<file path="config.mk">
export PLATFORM = sky130hd
export DESIGN_NAME = ccs_multi
export DESIGN_NICKNAME = d
export VERILOG_FILES = /design/src/rtl/ccs_multi_pkg.sv /design/src/rtl/ccs_multi_channel.sv /design/src/rtl/ccs_multi.sv
export SDC_FILE = /design/constraint.sdc
export NUM_CORES = 1
export LEC_CHECK = 0
export ABC_CLOCK_PERIOD_IN_PS = 4300
export CAP_MARGIN = 25
export CELL_PAD_IN_SITES_DETAIL_PLACEMENT = 0
export CELL_PAD_IN_SITES_GLOBAL_PLACEMENT = 1
export CORE_MARGIN = 4
export CORE_UTILIZATION = 38
export CTS_CLUSTER_DIAMETER = 60
export DETAILED_ROUTE_END_ITERATION = 7
export PLACE_DENSITY_LB_ADDON = 0.1
export SLEW_MARGIN = 30
export SYNTH_ARGS = -nofsm -noshare
export SYNTH_HDL_FRONTEND = slang
export SYNTH_SLANG_ARGS = --single-unit
</file>
<file path="constraint.sdc">
create_clock -name clock_i -period 4.3 [get_ports clock_i]
set_input_delay 0.43 -clock clock_i [delete_from_list [all_inputs] [get_ports clock_i]]
set_output_delay 0.43 -clock clock_i [all_outputs]
set_load 0.01 [all_outputs]
</file>
<file path="src/rtl/ccs_multi_pkg.sv">
// Shared types and helpers for the multi-station launcher control system.
package ccs_multi_pkg;

  // Per-station operating state.
  typedef enum logic [1:0] {
    ST_READY     = 2'd0,
    ST_COOLDOWN  = 2'd1,
    ST_RELOADING = 2'd2
  } ccs_state_e;

  // Binary to 2-digit BCD; anything above 99 is shown as 99.
  function automatic logic [7:0] bin2bcd(input logic [7:0] bin);
    logic [7:0] sat;
    sat = (bin > 8'd99) ? 8'd99 : bin;
    return {4'(sat / 8'd10), 4'(sat % 8'd10)};
  endfunction

endpackage

</file>
<file path="src/rtl/ccs_multi_channel.sv">
// One launcher station: state machine, shared cooldown/reload timer and
// ammunition counter.
//
//   state        | meaning
//   -------------+------------------------------------------------------
//   ST_READY     | idle; may launch (armed) or start reloading (disarmed)
//   ST_COOLDOWN  | blocked after a launch until the timer has run down
//   ST_RELOADING | one rocket added every RELOAD_TICKS ticks until full
module ccs_multi_channel
  import ccs_multi_pkg::*;
#(
  parameter int AMMO_MAX       = 8,
  parameter int AMMO_W         = 4,
  parameter int COOLDOWN_TICKS = 4,
  parameter int RELOAD_TICKS   = 16
) (
  input  logic              clock_i,
  input  logic              reset_i,
  input  logic              tick_i,
  input  logic              armed_i,
  input  logic              fire_rise_i,
  input  logic              reload_rise_i,
  input  logic              sel_i,
  output logic              launch_o,
  output logic [AMMO_W-1:0] ammo_o,
  output logic              busy_o
);

  localparam int TIMER_MAX = (COOLDOWN_TICKS > RELOAD_TICKS) ? COOLDOWN_TICKS : RELOAD_TICKS;
  localparam int TIMER_W   = $clog2(TIMER_MAX + 1);

  localparam logic [TIMER_W-1:0] T_COOL   = TIMER_W'(COOLDOWN_TICKS);
  localparam logic [TIMER_W-1:0] T_RELOAD = TIMER_W'(RELOAD_TICKS);
  localparam logic [TIMER_W-1:0] T_ONE    = TIMER_W'(1);
  localparam logic [AMMO_W-1:0]  A_FULL   = AMMO_W'(AMMO_MAX);
  localparam logic [AMMO_W-1:0]  A_LAST   = AMMO_W'(AMMO_MAX - 1);
  localparam logic [AMMO_W-1:0]  A_ONE    = AMMO_W'(1);

  ccs_state_e          state_q, state_d;
  logic [TIMER_W-1:0]  timer_q, timer_d;
  logic [AMMO_W-1:0]   ammo_q, ammo_d;
  logic                launch_q, launch_d;
  logic                want_fire;
  logic                want_reload;

  // Mode gating: fire only while armed, reload only while disarmed.
  assign want_fire   = armed_i & fire_rise_i & sel_i & (ammo_q != '0);
  assign want_reload = ~armed_i & reload_rise_i & (ammo_q < A_FULL);

  // Next-state, timer and ammunition update.
  always_comb begin
    state_d  = state_q;
    timer_d  = timer_q;
    ammo_d   = ammo_q;
    launch_d = 1'b0;
    unique case (state_q)
      ST_READY: begin
        if (want_fire) begin
          state_d  = ST_COOLDOWN;
          timer_d  = T_COOL;
          ammo_d   = ammo_q - A_ONE;
          launch_d = 1'b1;
        end else if (want_reload) begin
          state_d = ST_RELOADING;
          timer_d = T_RELOAD;
        end
      end
      ST_COOLDOWN: begin
        if (want_reload) begin
          state_d = ST_RELOADING;
          timer_d = T_RELOAD;
        end else if (timer_q == '0) begin
          state_d = ST_READY;
        end else if (tick_i) begin
          timer_d = timer_q - T_ONE;
        end
      end
      ST_RELOADING: begin
        // armed is deliberately not looked at here: a started reload completes.
        if (tick_i) begin
          if (timer_q <= T_ONE) begin
            timer_d = T_RELOAD;
            if (ammo_q < A_FULL) ammo_d = ammo_q + A_ONE;
            if (ammo_q >= A_LAST) state_d = ST_READY;
          end else begin
            timer_d = timer_q - T_ONE;
          end
        end
      end
      default: begin
        state_d = ST_READY;
        timer_d = '0;
      end
    endcase
  end

  // State, timer, ammunition and launch-pulse registers.
  always_ff @(posedge clock_i) begin
    if (reset_i) begin
      state_q  <= ST_READY;
      timer_q  <= '0;
      ammo_q   <= A_FULL;
      launch_q <= 1'b0;
    end else begin
      state_q  <= state_d;
      timer_q  <= timer_d;
      ammo_q   <= ammo_d;
      launch_q <= launch_d;
    end
  end

  assign launch_o = launch_q;
  assign ammo_o   = ammo_q;
  assign busy_o   = (state_q != ST_READY);

endmodule

</file>
<file path="src/rtl/ccs_multi.sv">
// Central control for N launcher stations: radar target selection, button
// edge detection, per-station channels and the BCD rocket total.
module ccs_multi
  import ccs_multi_pkg::*;
#(
  parameter int N_STATIONS     = 3,
  parameter int AMMO_MAX       = 8,
  parameter int AMMO_W         = 4,
  parameter int COOLDOWN_TICKS = 4,
  parameter int RELOAD_TICKS   = 16
) (
  input  logic                       clock_i,
  input  logic                       reset_i,
  input  logic                       tick_i,
  input  logic                       armed_i,
  input  logic                       fire_i,
  input  logic                       reload_i,
  input  logic [N_STATIONS-1:0]      radar_i,
  output logic [N_STATIONS-1:0]      launch_o,
  output logic [N_STATIONS-1:0]      target_sel_o,
  output logic                       conflict_o,
  output logic [N_STATIONS*AMMO_W-1:0] ammo_o,
  output logic [N_STATIONS-1:0]      busy_o,
  output logic [7:0]                 total_bcd_o
);

  localparam logic [7:0] TOTAL_RST = bin2bcd(8'(N_STATIONS * AMMO_MAX));

  logic [N_STATIONS-1:0] target_sel_q, target_sel_d;
  logic                  conflict_q, conflict_d;
  logic                  fire_q, reload_q;
  logic                  fire_rise, reload_rise;
  logic [7:0]            total_q, total_d;
  logic [7:0]            ammo_sum;
  logic [3:0]            radar_cnt;

  // Edges are taken every clock; the previous-level registers clear on reset,
  // and target_sel is also clear then, so a held button cannot launch.
  assign fire_rise   = fire_i & ~fire_q;
  assign reload_rise = reload_i & ~reload_q;

  // Target selection: a single radar hit selects, several hits flag a conflict.
  always_comb begin
    radar_cnt = '0;
    for (int i = 0; i < N_STATIONS; i++) begin
      radar_cnt = radar_cnt + 4'(radar_i[i]);
    end
    target_sel_d = (radar_cnt == 4'd1) ? radar_i : '0;
    conflict_d   = (radar_cnt > 4'd1);
  end

  // Rocket total across all stations, converted to saturating BCD.
  always_comb begin
    ammo_sum = '0;
    for (int i = 0; i < N_STATIONS; i++) begin
      ammo_sum = ammo_sum + 8'(ammo_o[i*AMMO_W +: AMMO_W]);
    end
    total_d = bin2bcd(ammo_sum);
  end

  // Selection, edge-detect and total registers.
  always_ff @(posedge clock_i) begin
    if (reset_i) begin
      target_sel_q <= '0;
      conflict_q   <= 1'b0;
      fire_q       <= 1'b0;
      reload_q     <= 1'b0;
      total_q      <= TOTAL_RST;
    end else begin
      target_sel_q <= target_sel_d;
      conflict_q   <= conflict_d;
      fire_q       <= fire_i;
      reload_q     <= reload_i;
      total_q      <= total_d;
    end
  end

  for (genvar g = 0; g < N_STATIONS; g++) begin : g_ch
    ccs_multi_channel #(
      .AMMO_MAX      (AMMO_MAX),
      .AMMO_W        (AMMO_W),
      .COOLDOWN_TICKS(COOLDOWN_TICKS),
      .RELOAD_TICKS  (RELOAD_TICKS)
    ) u_ch (
      .clock_i      (clock_i),
      .reset_i      (reset_i),
      .tick_i       (tick_i),
      .armed_i      (armed_i),
      .fire_rise_i  (fire_rise),
      .reload_rise_i(reload_rise),
      .sel_i        (target_sel_q[g]),
      .launch_o     (launch_o[g]),
      .ammo_o       (ammo_o[g*AMMO_W +: AMMO_W]),
      .busy_o       (busy_o[g])
    );
  end

  assign target_sel_o = target_sel_q;
  assign conflict_o   = conflict_q;
  assign total_bcd_o  = total_q;

endmodule

</file>
==> results by group <==
Setup path
  – WS Path Type: flop to flop
  – Slowest-stage cell, CP: fa_1
  – Critical path launch point type: flop
  – Worst path most repeated cell: ha_1
  – Crit path max fanout: 6
  – CP delay by family, top: compound AO/OA/AOI/OAI gates
  – Buf+Inv Stages, Crit Path: 0
  – Setup crit end kind: flop
  – CP cell instances: fa_1 > ha_1 > a21o_1 > a21oi_1 > xnor2_1 > ha_1 > nor4bb_1 > a311o_1 > a211oi_2 > o21a_1 > nor2_1 > a31oi_1 > ha_1 > nand3b_1 > o31ai_1 > o41ai_1
  – Crit-path max cell delay: 490 ps
  – WP data arrival: 4130 ps
  – Req. time, crit path: 4500 ps

Floorplan
  – Core Region: 8382 µm²
  – Chip height: 101.7 µm
  – Die ar.: 10350 µm²
  – # IOs: 39
  – Die X: 101.7 µm
  – Initial Util: 0.3984
  – Row Count: 33

Route
  – First drt pass iteration count: 4
  – WL final: 7643 µm
  – DR WL/cell: 14.42 µm
  – Vias post-DR: 2812
  – First DRT Iteration DRCs: 57
  – Residual DRC: 0
  – Vias per Instance: 5.306
  – Antenna-violating nets left: 0

CTS
  – Post-CTS Hold Fix Bufs: 0
  – Clk Latency, worst-skew pair: 300 ps
  – CTS Buf Count: 5
  – Clock sink count: 49
  – H-tree Lvls: 2
  – CTS max path bufs: 2
  – CTS clk-pin slew, worst paths: 100 ps
  – Clk root buf: clkbuf_8
  – CTS tree: yes

Timing
  – TNS Setup: 0 ps
  – Max-Slew Margin vs Limit: 0.5582
  – Final hold vios: 0
  – Final Cycle Share: 0.9149
  – Layout Skew: 7.499 ps
  – Slew @ Worst Pin: 659.9 ps
  – Fmax: 254.2 MHz
  – Slew Viols, Final: 0
  – Final Critical Period: 3934 ps
  – Final setup viols: 0
  – Unrepaired setup endpoints after global routing: false

Cells and area
  – Syn-to-layout area delta: 15.62%
  – Core Util, Final: 0.4607
  – Final nets: 462
  – Fin area: 3861 µm²
  – Share of layout cells above drive strength 1: 0.07765
  – Fill cell count: 820
  – # diodes: 0

Logic synthesis
  – Ys async rst share: 0
  – Yosys cell types: 67
  – Synth area leader: dfxtp_1
  – Share of the synthesized area in the top cell type: 0.2937
  – Top cells by area, synth: dfxtp_1 29%, ha_1 7.5%, nor2_1 5.5%
  – Cells after synthesis: 398
  – Syn_nets: 436
  – Synth Cell Area: 3339 µm²
  – Syn Area/Cell: 8.391 µm²
  – Seq/Total Area, Yosys: 0.2937
  – Most common flop cell mapped by yosys: dfxtp_1
  – Flops & latches, synth: 49
  – Post-synth EDFFs: 0
  – Ys Warns: 0

Global routing
  – First-pass GRT wire length: 12920 µm
  – Vias in the first global route: 2703
  – Largest net degree at the start of global routing: 43
  – Initial antenna violation count: 0
  – Total congestion overflow: 0
  – GRT Util Overall: 0.1542

Placed design
  – Placer Congestion: 0.7867
  – # port buffers: 37
  – Placed inst area: 3739 µm²
  – Hpwl dp: 5597 µm

Pwr
  – Power Internal: 0.6965 mW
  – Combinational Power Share: 0.105
  – Clock Power Share: 0.384
  – Share of power burned in registers: 0.511
  – Switching share of power: 0.2394
  – Leak pwr: 1.464 nW
  – VDD IR-drop max: 127.9 µV
  – Sw Pwr: 0.2192 mW
  – Power per cell area: 237.2 nW/µm²

Hold path
  – Worst hold path class: flop to flop

Run
  – Max-cap violations: 0

Run status
  – Status: completed
-- logic make-up (layout without fill, tap and decap cells) --
group / count (synthesis) / count (layout) / synth area share
other: 1 / 1 / 0.001123
xor gates and xnor gates: 13 / 13 / 0.03410
and+or+nand+nor: 136 / 136 / 0.2147
adders and majority gates: 30 / 30 / 0.1319
AOI/OAI and AO/OA: 106 / 106 / 0.2297
buffers and inverters: 60 / 87 / 0.08580
muxes: 3 / 3 / 0.008992
DFF: 49 / 49 / 0.2937
-- synthesized netlist by cell type, types with 3 or more instances --
cell type and number:
dfxtp_1 49, a31oi_1 10, nand2_1 17, o21a_1 4
buf_2 4, a211o_1 4, nor3_1 18, o21bai_1 3
mux2i_1 3, xor2_1 3, nor2_1 49, o21ai_0 10
o31ai_1 3, a21oi_1 24, and2_1 4, nand2b_1 4
fa_1 9, nand3_1 6, clkbuf_1 8, or2_1 3
nor2b_1 5, ha_1 20, o21ai_1 8, buf_4 11
nand3b_1 5, or2_2 3, a211oi_1 4, inv_1 35
a21o_1 6, xnor2_1 10, nor4b_1 3, o211ai_1 5
or4b_1 3
-- through the flow --
| step | worst slack (ps) | total power [mW] | instances | hold slack, ps |
|---|---|---|---|---|
| after CTS | 255.8 | 0.9348 | 530 | 505.8 |
| after floorplan | 183.5 | 0.5400 | 398 | 459.6 |
| after global placement | 419.2 | 0.5745 | 522 | 478.9 |
| final | 365.9 | 0.9158 | 530 | 501.6 |
| after global routing | 16.98 | 0.9653 | 530 | 543.1 |
| after detailed placement | 327.0 | 0.5748 | 522 | 488.9 |
-- what timing repair did --
action                                  CTS  global route
gates resized for setup                   0             4
buffers inserted                          0             0
endpoints found under the setup margin    0             1
-- layout make-up --
class,instances,area (µm²),share of cell area
multi-input cells,289,2074,0.5373
inverters,35,131.4,0.03402
clock inverters,1,30.03,0.007777
clock buffers,7,86.33,0.02236
flip-flops and latches,49,984.7,0.2550
repair buffers,44,422.9,0.1095
well taps,105,131.4,0.03402
-- flip-flops by register name, indices dropped and copies added, names as in the netlist --
name and flops:
fire_q 1, g_ch.u_ch.timer_q 15, conflict_o 1, total_bcd_o 7, target_sel_o 3, reload_q 1
g_ch.u_ch.state_q 6, g_ch.u_ch.ammo_o 12, g_ch.u_ch.launch_o 3
-- worst paths after layout --
check	startpoint	to	slack, ps	cells after the start
setup / recovery	g_ch[0].u_ch.ammo_o[2]	total_bcd_o[3]	370	16
hold / removal	g_ch[1].u_ch.timer_q[4]	g_ch[1].u_ch.timer_q[4]	500	2
setup reg to reg	g_ch[0].u_ch.ammo_o[2]	total_bcd_o[3]	370	16
hold reg to reg	g_ch[1].u_ch.timer_q[4]	g_ch[1].u_ch.timer_q[4]	500	2
-- routing by layer --
layer	wire [µm]	GRT usage	up-vias
met2	3445	0.2480	40
met3	316	0.03650	9
met1	3789	0.2038	1308
li1	-	-	1455
met5	0	0	-
met4	91	0.05010	0
-- power groups by stage --
stage | Combinational (mW) | Clock [mW] | Sequential [mW]
final | 0.0960 | 0.352 | 0.468
after global routing | 0.107 | 0.389 | 0.469
after CTS | 0.0969 | 0.370 | 0.468
after detailed placement | 0.0962 | 0 | 0.479
after global placement | 0.0958 | 0 | 0.479
after floorplan | 0.0599 | 0 | 0.480
-- layout by cell type (no fill, tap or decap), drive strengths merged, types with 3 or more instances in the layout --
master	instances
o211ai	5
o21bai	3
fa	9
o31ai	3
buf	7
clkdlybuf4s50	37
or4b	3
nor2	49
or2	6
nor3	19
xnor2	10
nand3b	5
dfxtp	49
and2	4
nor2b	5
clkbuf	7
nor4b	4
nand2	18
mux2i	3
a31oi	10
a21oi	25
nand3	6
a211o	4
inv	35
a211oi	6
a21o	6
ha	20
o21ai	18
o21a	4
nand2b	4
xor2	3
-- worst register-to-register path, delay by kind of cell (launching register included) --
family                     cells  cell delay (ps)
DFF                            1              480
xor gates and xnor gates       1               90
and+or+nand+nor                3              220
adders and majority gates      4             1430
AOI/OAI and AO/OA              8             1630
(Power assumes the default switching activity.)
